## src/rtl/disp_scroll_ctrl.sv

```systemverilog
// Scroll controller for the 4-digit seven-segment mux: circular buffer of raw
// segment patterns, a 4-entry registered window, run/pause stepping and wrap pulse.
module disp_scroll_ctrl #(
  parameter int W_ADDR = 4,
  parameter int DVSR   = 25000000,
  parameter int DVSR_W = 25
) (
  input  logic              clk,
  input  logic              reset,
  input  logic              wr_en,
  input  logic [W_ADDR-1:0] wr_addr,
  input  logic [7:0]        wr_data,
  input  logic [W_ADDR:0]   len,
  input  logic              run,
  input  logic              dir,
  input  logic              step,
  output logic [7:0]        in3,
  output logic [7:0]        in2,
  output logic [7:0]        in1,
  output logic [7:0]        in0,
  output logic [W_ADDR-1:0] pos,
  output logic              wrap
);

  localparam int              DEPTH   = 1 << W_ADDR;
  localparam logic [W_ADDR:0] DEPTH_L = (W_ADDR+1)'(DEPTH);
  localparam logic [DVSR_W-1:0] CNT_MAX = DVSR_W'(DVSR - 1);

  typedef enum logic {PAUSE, RUN} state_e;

  state_e              state_q;
  logic [DVSR_W-1:0]   cnt_q, cnt_d;
  logic [W_ADDR-1:0]   pos_q, pos_d;
  logic                wrap_q, wrap_d;
  logic [7:0]          buf_q [DEPTH];
  logic [7:0]          in3_q, in2_q, in1_q, in0_q;
  logic [7:0]          in3_d, in2_d, in1_d, in0_d;
  logic [W_ADDR:0]     len_l;
  logic                tick;
  logic [W_ADDR-1:0]   i2, i1, i0;

  function automatic logic [W_ADDR:0] sat_len(input logic [W_ADDR:0] l);
    return (l > DEPTH_L) ? DEPTH_L : l;
  endfunction

  function automatic logic [W_ADDR-1:0] nxt_idx(input logic [W_ADDR-1:0] i,
                                                input logic [W_ADDR:0]   l);
    logic [W_ADDR:0] ip1;
    ip1 = {1'b0, i} + (W_ADDR+1)'(1);
    return (ip1 >= l) ? '0 : ip1[W_ADDR-1:0];
  endfunction

  function automatic logic [W_ADDR-1:0] prv_idx(input logic [W_ADDR-1:0] i,
                                                input logic [W_ADDR:0]   l);
    logic [W_ADDR:0] lm1;
    lm1 = l - (W_ADDR+1)'(1);
    return (i == '0) ? lm1[W_ADDR-1:0] : i - W_ADDR'(1);
  endfunction

  always_comb begin
    len_l  = sat_len(len);
    tick   = (state_q == RUN) ? (cnt_q == CNT_MAX) : step;
    cnt_d  = (state_q == RUN && cnt_q != CNT_MAX) ? cnt_q + DVSR_W'(1) : '0;
    pos_d  = pos_q;
    wrap_d = 1'b0;
    // An out-of-range pos (length shrank) is pulled home before any advance.
    if (len_l == '0 || {1'b0, pos_q} >= len_l) begin
      pos_d = '0;
    end else if (tick) begin
      if (!dir) begin
        pos_d  = nxt_idx(pos_q, len_l);
        wrap_d = (pos_d == '0);
      end else begin
        pos_d  = prv_idx(pos_q, len_l);
        wrap_d = (pos_q == '0);
      end
    end
  end

  // Window stage: registered from buffer and pos as they stand before the edge
  always_comb begin
    i2 = nxt_idx(pos_q, len_l);
    i1 = nxt_idx(i2, len_l);
    i0 = nxt_idx(i1, len_l);
    if (len_l == '0) begin
      in3_d = 8'hFF;
      in2_d = 8'hFF;
      in1_d = 8'hFF;
      in0_d = 8'hFF;
    end else begin
      in3_d = buf_q[pos_q];
      in2_d = buf_q[i2];
      in1_d = buf_q[i1];
      in0_d = buf_q[i0];
    end
  end

  always_ff @(posedge clk or posedge reset) begin
    if (reset) begin
      state_q <= PAUSE;
      cnt_q   <= '0;
      pos_q   <= '0;
      wrap_q  <= 1'b0;
      buf_q   <= '{default: 8'hFF};
      in3_q   <= 8'hFF;
      in2_q   <= 8'hFF;
      in1_q   <= 8'hFF;
      in0_q   <= 8'hFF;
    end else begin
      case (state_q)
        PAUSE:   if (run)  state_q <= RUN;
        RUN:     if (!run) state_q <= PAUSE;
        default: state_q <= PAUSE;
      endcase
      cnt_q  <= cnt_d;
      pos_q  <= pos_d;
      wrap_q <= wrap_d;
      if (wr_en) buf_q[wr_addr] <= wr_data;
      in3_q  <= in3_d;
      in2_q  <= in2_d;
      in1_q  <= in1_d;
      in0_q  <= in0_d;
    end
  end

  assign in3  = in3_q;
  assign in2  = in2_q;
  assign in1  = in1_q;
  assign in0  = in0_q;
  assign pos  = pos_q;
  assign wrap = wrap_q;

endmodule

```

## config.mk

```make
export PLATFORM = sky130hd
export DESIGN_NAME = disp_scroll_ctrl
export DESIGN_NICKNAME = d
export VERILOG_FILES = /design/src/rtl/disp_scroll_ctrl.sv
export SDC_FILE = /design/constraint.sdc
export NUM_CORES = 1
export LEC_CHECK = 0
export BUFFER_PORTS_ARGS = -buffer_cell sky130_fd_sc_hd__buf_2
export CORE_ASPECT_RATIO = 0.5
export CORE_MARGIN = 1.5
export CORE_UTILIZATION = 39
export DETAILED_ROUTE_END_ITERATION = 7
export GPL_TIMING_DRIVEN = 0
export SETUP_SLACK_MARGIN = 0.05
export SYNTH_ARGS = -nofsm -noshare
export SYNTH_HDL_FRONTEND = slang
export SYNTH_SLANG_ARGS = --single-unit
```

## constraint.sdc

```tcl
create_clock -name clk -period 19.25 [get_ports clk]
set_input_delay 4.8125 -clock clk [delete_from_list [all_inputs] [get_ports clk]]
set_output_delay 4.8125 -clock clk [all_outputs]
set_load 0.005 [all_outputs]
```

==> results.json <==
{
  "reg2reg_to": "in0[6]",
  "antenna_found_initial": 5,
  "reg2reg_depth": 29,
  "multi_input_area_um2": 7540,
  "synth_edf_count": 0,
  "dr.pass1.iters": 6,
  "layout_min_cycle_time_ps": 15600,
  "drv_slew": 0,
  "status": "completed",
  "relSlewSlack_pct": 10.0,
  "io_buffers": 58,
  "core_area_um2": 32200,
  "clk_pin_slew_ps": 80,
  "syn_inst": 1262,
  "syn2layout_area_growth_pct": 12.3,
  "initial_core_util_pct": 40.3,
  "syn-num-nets": 1308,
  "seq_area_um2": 4980,
  "die_h_um": 132,
  "cts_resized": 0,
  "synth-warning-count": 0,
  "setup.worst_path.class": "in2reg",
  "hold_buffers": 0,
  "cts_tree": "built",
  "final_common_cell": "nand2_1",
  "synthXorXnorAreaFrac_pct": 1.88,
  "cts.sinks": 191,
  "cts_setup_buffers": 0,
  "setup-tns-final_ps": 0,
  "critical_path_required_ps": 19660,
  "grt_pass1_vias": 11963,
  "layout.nets": 1391,
  "cp-start-kind": "input pin",
  "grt_max_degree": 107,
  "htree_levels": 4,
  "synth_fa_ha_area_share_pct": 2.22,
  "finalHoldViolations": 0,
  "rows": 46,
  "hpwlAfterDp_um": 42700,
  "drc_errors": 0,
  "critical_path_arrival_ps": 16010,
  "n_fill_cell": 3015,
  "async_flop_share_pct": 100,
  "final_area_um2": 14600,
  "min_from": "cnt_q[0]",
  "gp_congestion": 1.03,
  "yosysTopAreaCellShare_pct": 32.4,
  "cap_violations": 0,
  "final_cell_mix": "nand2_1 (168), dfstp_2 (160), mux2_2 (138), buf_2 (82), nor2_1 (68)",
  "drtIter0Drc": 1563,
  "min_to": "cnt_q[0]",
  "synth_top_cell_by_area": "dfstp_2",
  "die-area_um2": 34400,
  "worst_setup_path_end_kind": "flip-flop",
  "rsz0062_at_grt": "false",
  "synth.distinct_cells": 86,
  "viasPerCell": 6.83,
  "synthFlopType": "dfstp_2",
  "synth.cell_area_um2": 13000,
  "grt_usage_pct": 36.9,
  "clock_skew_ps": 14.2,
  "ys_seq_area_share_pct": 38.4,
  "synth-simple-area-share_pct": 15.5,
  "place_area_um2": 13900,
  "clock.fmax_mhz": 64.1,
  "cts_buffers": 17,
  "r2r-start": "pos[1]",
  "synth-seq-cells": 191,
  "critical_path.max_fanout": 11,
  "setup_viol": 0,
  "via_count": 12230,
  "synth_area_per_cell_um2": 10.3,
  "clk_latency_ps": 480,
  "synth_compound_area_share_pct": 15.3,
  "clock_path_buffers": 2,
  "muxShareOfSynthArea_pct": 23.0,
  "r2r_slack_ps": 5070,
  "hold_path_class": "reg2reg",
  "io-pin-count": 60,
  "ant_nets": 0,
  "cts_root_buf": "clkbuf_16",
  "layout-drive-gt1-share_pct": 37.9,
  "avgRoutedWirePerCell_um": 34.9,
  "worst_slew_pin_slew_ps": 1350,
  "wl_um": 62500,
  "fin_crit_sh_pct": 81.0,
  "gr-total-overflow": 0,
  "hold_path_depth": 1,
  "dieWidth_um": 261,
  "netlist_top_cells_area": "dfstp_2 (32%), mux2_2 (12%), mux4_2 (8.2%), dfrtp_1 (6.0%), nand2_1 (4.9%)",
  "synth_top_family_by_area": "multiplexers",
  "grt_pass1_wl_um": 88500
}
-- how the worst max path moves through the flow --
stage / start / end / slack (ps) / cells past startpoint
2_1_floorplan: len[0] / in0[1] / 8010 / 28
3_3_place_gp: len[4] / in0[5] / 3740 / 28
3_5_place_dp: len[4] / in0[6] / 3740 / 27
4_1_cts: len[4] / in0[6] / 4210 / 27
5_1_grt: len[4] / in0[5] / 3680 / 28
6_report: len[4] / in0[6] / 3650 / 27
-- per-stage QoR --
step | utilization (%) | hold slack (ps) | setup slack [ps] | std cells
floorplan | - | 455 | 8010 | 1262
global placement | 42.9 | 481 | 3740 | 1752
detailed placement | 43.3 | 487 | 3740 | 1758
CTS | 45.2 | 499 | 4210 | 1790
global route | 45.3 | 538 | 3680 | 1790
finish | 45.3 | 492 | 3650 | 1791
-- kinds of logic after synthesis --
family / Yosys count
AND/OR/NAND/NOR: 425
AO/OA/AOI/OAI: 265
multiplexers: 221
flip-flops: 191
buffers and inverters: 110
XOR/XNOR: 27
adder cells (fa/ha/maj): 23
-- flip-flops by register name (all words and copies together), names as in the netlist --
register	cells
cnt_q	25
in1	8
buf_q	128
pos	4
in2	8
wrap	1
in3	8
in0	8
state_q	1
-- per-layer routing --
metal,GRT usage (%),share of wire [%]
met5,0,0
met4,14.0,3.9
met3,17.6,15
met2,49.0,39
met1,51.1,43
-- synthesized netlist by cell type, drive strengths merged, types with 21 or more instances --
cell,n
a211oi,48
a21oi,22
and3,21
buf,38
clkbuf,56
dfrtp,31
dfstp,160
ha,23
mux2,142
mux2i,32
mux4,47
nand2,169
nand3,62
nor2,77
nor2b,22
o21ai,55
-- final cells by class --
| class | instances | share of cell area [%] |
|---|---|---|
| Timing Repair Buffer | 64 | 2.65 |
| Sequential cell | 191 | 34.2 |
| Multi-Input combinational cell | 961 | 51.8 |
| Buffer | 94 | 2.85 |
| Tap cell | 432 | 3.71 |
| Inverter | 16 | 0.464 |
| Clock buffer | 17 | 2.92 |
| Antenna cell | 1 | 0.0172 |
| Clock inverter | 15 | 1.42 |
-- worst max-delay path, cell delays in order --
cell and delay [ps]:
buf_2 110, nor2b_1 430, ha_1 320, nand2b_1 210, a211oi_4 430, o32ai_2 190, nor3_4 620, clkbuf_1 880
ha_1 470, ha_1 360, a21o_1 170, a211o_1 340, o31ai_4 630, nand2_1 630, inv_1 400, clkbuf_1 870
ha_1 570, ha_1 380, a21o_1 180, a31o_2 240, a21o_1 190, a31oi_1 470, buf_2 360, nand3_1 410
nor3_2 820, o211ai_1 200, and4bb_1 260
Power is not shown: default switching activity piles up to over one toggle a cycle in this logic, so the estimate is an artifact.
